$ cat src/rtl/comm_master.sv
// Host-side UART command master: sends a 16-bit command as two 8N1 bytes (high first) and receives 8N1 response bytes.
// Optional COMM_MASTER_CLR_ON_SEND_EN: accepting a new command also clears a stale resp_cmplt.
module comm_master #(
    parameter int BAUD_DIV = 868
) (
    input  logic        clk,
    input  logic        rst,
    input  logic        RX,
    output logic        TX,
    input  logic [15:0] cmd,
    input  logic        snd_cmd,
    output logic        cmd_cmplt,
    output logic [7:0]  resp,
    output logic        resp_cmplt,
    input  logic        clr_rdy
);

    localparam logic [11:0] BAUD_LAST = 12'(BAUD_DIV - 1);
    localparam logic [11:0] HALF_LAST = 12'(BAUD_DIV / 2 - 1);

    typedef enum logic [1:0] {TX_IDLE, SEND_HI, SEND_LO} tx_state_t;
    typedef enum logic [1:0] {RX_IDLE, RX_START, RX_DATA, RX_STOP} rx_state_t;

    tx_state_t   tx_state;
    logic [11:0] tx_cnt;
    logic [3:0]  tx_bits;
    logic [9:0]  tx_shift;
    logic [7:0]  cmd_lo;
    logic        tx_accept;
    logic        tx_tick;

    rx_state_t   rx_state;
    logic [11:0] rx_cnt;
    logic [2:0]  rx_bits;
    logic [7:0]  rx_shift;
    logic        rx_s1;
    logic        rx_s2;
    logic        rx_prev;
    logic        rx_tick;
    logic        send_clear;

    assign tx_accept = snd_cmd && (tx_state == TX_IDLE);
    assign tx_tick   = (tx_cnt == BAUD_LAST);
    assign rx_tick   = (rx_cnt == BAUD_LAST);

`ifdef COMM_MASTER_CLR_ON_SEND_EN
    assign send_clear = tx_accept;
`else
    assign send_clear = 1'b0;
`endif

    // Counter is preloaded to the last count so the start bit appears one edge after accept.
    always_ff @(posedge clk or posedge rst) begin
        if (rst) begin
            tx_state  <= TX_IDLE;
            tx_cnt    <= '0;
            tx_bits   <= '0;
            tx_shift  <= '1;
            cmd_lo    <= '0;
            TX        <= 1'b1;
            cmd_cmplt <= 1'b0;
        end else begin
            case (tx_state)
                TX_IDLE: begin
                    if (tx_accept) begin
                        tx_shift  <= {1'b1, cmd[15:8], 1'b0};
                        cmd_lo    <= cmd[7:0];
                        tx_cnt    <= BAUD_LAST;
                        tx_bits   <= '0;
                        cmd_cmplt <= 1'b0;
                        tx_state  <= SEND_HI;
                    end
                end
                SEND_HI, SEND_LO: begin
                    if (tx_tick) begin
                        tx_cnt <= '0;
                        if (tx_bits == 4'd10) begin
                            if (tx_state == SEND_HI) begin
                                TX       <= 1'b0;
                                tx_shift <= {2'b11, cmd_lo};
                                tx_bits  <= 4'd1;
                                tx_state <= SEND_LO;
                            end else begin
                                cmd_cmplt <= 1'b1;
                                tx_state  <= TX_IDLE;
                            end
                        end else begin
                            TX       <= tx_shift[0];
                            tx_shift <= {1'b1, tx_shift[9:1]};
                            tx_bits  <= tx_bits + 4'd1;
                        end
                    end else begin
                        tx_cnt <= tx_cnt + 12'd1;
                    end
                end
                default: tx_state <= TX_IDLE;
            endcase
        end
    end

    // Clears are applied first so a completing byte on the same edge wins.
    always_ff @(posedge clk or posedge rst) begin
        if (rst) begin
            rx_s1      <= 1'b1;
            rx_s2      <= 1'b1;
            rx_prev    <= 1'b1;
            rx_state   <= RX_IDLE;
            rx_cnt     <= '0;
            rx_bits    <= '0;
            rx_shift   <= '0;
            resp       <= '0;
            resp_cmplt <= 1'b0;
        end else begin
            rx_s1   <= RX;
            rx_s2   <= rx_s1;
            rx_prev <= rx_s2;
            if (clr_rdy || send_clear)
                resp_cmplt <= 1'b0;
            case (rx_state)
                RX_IDLE: begin
                    if (rx_prev && !rx_s2) begin
                        rx_cnt     <= '0;
                        resp_cmplt <= 1'b0;
                        rx_state   <= RX_START;
                    end
                end
                RX_START: begin
                    if (rx_cnt == HALF_LAST) begin
                        rx_cnt   <= '0;
                        rx_bits  <= '0;
                        rx_state <= rx_s2 ? RX_IDLE : RX_DATA;
                    end else begin
                        rx_cnt <= rx_cnt + 12'd1;
                    end
                end
                RX_DATA: begin
                    if (rx_tick) begin
                        rx_cnt   <= '0;
                        rx_shift <= {rx_s2, rx_shift[7:1]};
                        rx_bits  <= rx_bits + 3'd1;
                        if (rx_bits == 3'd7)
                            rx_state <= RX_STOP;
                    end else begin
                        rx_cnt <= rx_cnt + 12'd1;
                    end
                end
                RX_STOP: begin
                    if (rx_tick) begin
                        rx_cnt <= '0;
                        if (rx_s2) begin
                            resp       <= rx_shift;
                            resp_cmplt <= 1'b1;
                        end
                        rx_state <= RX_IDLE;
                    end else begin
                        rx_cnt <= rx_cnt + 12'd1;
                    end
                end
                default: rx_state <= RX_IDLE;
            endcase
        end
    end

endmodule

$ cat config.mk
export PLATFORM = sky130hd
export DESIGN_NAME = comm_master
export DESIGN_NICKNAME = d
export VERILOG_FILES = /design/src/rtl/comm_master.sv
export SDC_FILE = /design/constraint.sdc
export NUM_CORES = 1
export LEC_CHECK = 0
export CAP_MARGIN = 5
export CORE_MARGIN = 2
export CORE_UTILIZATION = 36
export DETAILED_ROUTE_END_ITERATION = 6
export SLEW_MARGIN = 20
export SYNTH_ARGS = -nofsm -noshare
export SYNTH_HDL_FRONTEND = slang
export SYNTH_SLANG_ARGS = --single-unit
$ cat constraint.sdc
create_clock -name clk -period 3 [get_ports clk]
set_clock_uncertainty 0.2 [all_clocks]
set_input_delay 0.3 -clock clk [delete_from_list [all_inputs] [get_ports clk]]
set_output_delay 0.3 -clock clk [all_outputs]
set_load 0.03 [all_outputs]
# After elaboration in Yosys (flattened, before gate mapping)
# Index checks and enable logic that the tools add are counted.
# totals
elab_cells	104
out_inout_bits	11
reg_bits	75
ram_bits	0
rom_bits	0
memories	0
latch_bits	0
inputBits	21
# op_classes
n_shift	0
eq_ne	21
order_cmp	0
n_mux	44
add_sub_neg	4
div_mod_pow	0
n_reduce_logical	19
mul	0
bitwise_logic	0
# ops
cell	count
$mux W12	5
$mux W10	4
$pmux W12 S3	1
$add A12 B1 Y12 const B	2
$eq A12 B10 Y1 const B	2
$pmux W12 S2	1
$mux W2	10
$pmux W10 S2	1
$ne A2 B2 Y1 const B	9
$mux W4	4
$eq A12 B9 Y1 const B	1
$reduce_and A3 Y1	4
$mux W1	10
$reduce_and A5 Y1	2
$pmux W2 S4	1
$pmux W4 S2	1
$eq A2 B2 Y1 const B	3
$mux W3	2
$pmux W3 S2	1
$reduce_and A2 Y1	3
$add A4 B1 Y4 const B	1
$eq A2 B1 Y1 const B	2
$eq A4 B4 Y1 const B	1
$logic_not A2 Y1	2
other kinds (11)	15

# Logic depth before layout (Yosys ltp)
# Gate-level depths: netlist of run 1.
# logic_depth
ltp_word	5
mapped_depth	8
ltp_nobuf	6

# Least setup slack after synthesis of run 1
# No wires, ideal clock.
# synth_timing
path_type	flip-flop to flip-flop
startpoint	register tx_cnt[0]
endpoint	register tx_shift[0]
arrival_time_ns	2.339
setup_time_ns	0.082
slack_ns	0.379
period_less_slack_ns	2.621
stages_incl_launch_ff	7
required_time_ns	2.718
n_path_buf	1
cell_sequence	dfrtp_1 > ha_1 > or4b_4 > or4_4 > a21oi_2 > buf_4 > mux2_2
# synth_between
elab_chain_cells	3
# synth_rtl
item	line	text
start, declared	25	logic [11:0] tx_cnt;
start signal, assigned	93	tx_cnt <= tx_cnt + 12'd1;
$eq A12 B10 Y1	43	assign tx_tick = (tx_cnt == BAUD_LAST);
$ne A2 B2 Y1 (no source line)	--	
$reduce_and A4 Y1 (no source line)	--	
end signal, assigned	66	tx_shift <= {1'b1, cmd[15:8], 1'b0};
end signal, assigned	80	tx_shift <= {2'b11, cmd_lo};
end signal, assigned	89	tx_shift <= {1'b1, tx_shift[9:1]};
end, declared	27	logic [9:0] tx_shift;
# No other way between the ends.
# A chain may end at the register's enable or synchronous reset.

# Worst setup path in the final report of run 1
# layout_timing
startpoint	register tx_cnt[0]
endpoint	register tx_shift[5]
# Same word-level chain as after synthesis.

==> results of run 1 <==
registers in the layout, indices dropped and copies added, names as in the netlist, named ones only:
| signal | cells |
|---|---|
| rx_cnt | 12 |
| tx_cnt | 12 |
| tx_shift | 9 |
| cmd_lo | 8 |
| resp | 8 |
| rx_shift | 8 |
| tx_bits | 4 |
| rx_bits | 3 |
| tx_state | 2 |
| TX | 1 |
| cmd_cmplt | 1 |
| resp_cmplt | 1 |
| rx_prev | 1 |
| rx_s1 | 1 |
| rx_s2 | 1 |
| rx_state | 1 |
routing by layer:
layer	vias to the layer above	GRT usage (%)	share of wire (%)
li1	1457	-	-
met1	1484	17.60	47
met2	42	24.98	48
met3	19	4.005	3.0
met4	0	6.058	2.2
met5	-	0	0
cell type report:
type,count,area [µm²]
clock buffers,14,162.7
fillers,1050,6160
repair buffers,41,397.9
well taps,140,175.2
flip-flops and latches,74,1868
inverters,20,75.07
multi-input cells,266,1967
clock inverters,2,35.03
stage by stage:
step           worst slack, ns  hold slack, ns  utilization (%)  power (mW)  instance area (µm²)
6_report                0.1454          0.1518            43.18       4.141                 4681
5_1_grt                0.04486          0.1430            43.18       4.482                 4681
3_3_place_gp            0.2253          0.1470            41.36       3.319                 4483
4_1_cts                 0.1355          0.1351            43.18       4.180                 4681
2_1_floorplan           0.3788          0.1045                -       2.906                 3984
3_5_place_dp            0.1393          0.1479            41.36       3.385                 4483
power breakdown:
part | internal (mW) | leakage [nW] | switching [mW]
logic | 0.836 | 1.02 | 1.05
clock network | 0.430 | 0.101 | 0.355
registers | 1.29 | 0.935 | 0.187
cells in the final DEF, fill, tap and decap left out, types with 4 or more instances in the layout:
cell / synthesis / routed
nand3_1: 8 / 8
o21a_1: 4 / 4
nor2_1: 24 / 24
nand2b_1: 6 / 6
and2_1: 4 / 4
buf_4: 1 / 9
o21bai_1: 4 / 4
nor2b_1: 4 / 4
o21ai_0: 18 / 18
mux2i_1: 11 / 11
nor4_1: 6 / 6
dfrtp_1: 61 / 61
inv_1: 20 / 19
clkbuf_8: 0 / 11
nand4_1: 11 / 11
ha_1: 14 / 14
dfstp_2: 13 / 13
clkdlybuf4s50_1: 0 / 31
nand2_1: 24 / 24
mux2_2: 36 / 36
xor2_1: 4 / 4
a21oi_1: 16 / 16
o22ai_1: 9 / 9
nor3_1: 5 / 5
final timing paths:
| path | start | endpoint | slack [ns] | depth (start not counted) |
|---|---|---|---|---|
| worst max-delay path | tx_cnt[0] | tx_shift[5] | 0.15 | 6 |
| worst min-delay path | rst | resp[3] | 0.15 | 3 |
| worst max register to register | tx_cnt[0] | tx_shift[5] | 0.15 | 6 |
| worst min register to register | rx_s1 | rx_s2 | 0.16 | 0 |
| max in group asynchronous | rst | tx_shift[2] | 2.10 | 3 |
| min in group clk | RX | rx_s1 | 0.16 | 1 |
cell families (layout without fill, tap and decap cells):
| group | Yosys count | count (layout) | share of synthesized area (%) |
|---|---|---|---|
| flops | 74 | 74 | 46.89 |
| compound gates | 85 | 85 | 14.95 |
| buf+inv | 36 | 77 | 3.737 |
| mux | 47 | 47 | 12.94 |
| fa+ha+maj | 14 | 14 | 4.397 |
| simple gates | 114 | 114 | 15.77 |
| xor+xnor | 6 | 6 | 1.319 |
critical path, stage by stage, from the launching register on:
cell     delay, ns
dfrtp_1       0.42
ha_1          0.25
or4b_4        0.50
or4_4         0.55
a21oi_2       0.30
buf_4         0.22
mux2_2        0.34
==> reports/qor.csv, run 1 <==
metric,value,unit
dr_total_vias,3002,
ys_ff_latch,74,
min_period,2.855,ns
ir_drop,501.6,µV
wl,8.139,mm
yosys-top-cells-area,"dfrtp_1, mux2_2, dfstp_2",
grt_first_pass_wirelength,13.72,mm
layout.nets,447,
placed_cells,541,
globalRouteOverflowTotal,0,
p_leak,2.057,nW
cts_root_buf,clkbuf_8,
p_per_area,884.8,nW/µm²
die_area,11920,µm²
drtIter0Drc,106,
rows,38,
syn_to_final_growth,17.49,%
ys_warn_count,0,
start_util,36.75,%
die_h,109.2,µm
gp_congestion,0.8296,
finalSetupTns,0,ns
ys_async_sr_fraction,100.0,%
finalHoldViolCount,0,
coreArea,10840,µm²
cts.repair.resized,0,
syn_avg_cell_area,10.60,µm²
synthTopCellsByCount,"dfrtp_1, mux2_2, nand2_1, nor2_1, inv_1",
synthFlopType,dfrtp_1,
route.detailed.drc,0,
crit_path_end_kind,register,
viasPerCell,5.390,
syn-cell-area,3984,µm²
grt.total_usage,14.72,%
clock_sinks,74,
grt_antenna_before_repair,0,
required,3.08,ns
antenna_left,0,
drv_cap,0,
ys_seq_area_share,46.89,%
clk_pin_slew,0.07,ns
cp-start-kind,register,
antenna_cells,0,
drive_above_1_share,20.38,%
setup_viol,0,
cts_made_buffers,9,
pin_count,32,
ctsHtreeMaxLevel,3,
synth_edf_count,0,
cts_setup_buffers,0,
maxSlewViolCount,0,
hold_buffers,0,
synth_top_area_share,38.32,%
yosysMostFrequentCell,dfrtp_1,
grt_setup_unrepaired,false,
path_max_fanout,6,
path_class,reg -> reg,
status,"complete, no violations",
synth_top_area_cell,dfrtp_1,
fmax,350.3,MHz
die_w,109.2,µm
cp.arrival,2.93,ns
hp-class,in -> async,
portBuffers,31,
fin_cells,557,
ys_types,62,
clock_latency,0.35,ns
synthesis.instances,376,
worst_pin_slew,0.6274,ns
cts_tree,done,
finalCritPeriodShare,95.15,%
clockBufferDepth,2,
wl_per_cell,14.61,µm
hpwl,5.662,mm
firstDrtPassIters,4,
synth_nets,411,
first_global_vias,2976,
grt_max_degree,75,
relSlewSlack,57.60,%
No activity file was read; power rests on OpenSTA's default activity.
==> run 2, diff against run 1 <==
CTS_CLUSTER_DIAMETER = 100   (was not set)
==> results of run 2 <==
Same layout as run 1: the final DEF is identical, and so are final timing and power.
==> run 3, diff against run 2 <==
HOLD_SLACK_MARGIN = 0.02   (was not set)
==> results of run 3 <==
Same layout as run 1: the final DEF is identical, and so are final timing and power.
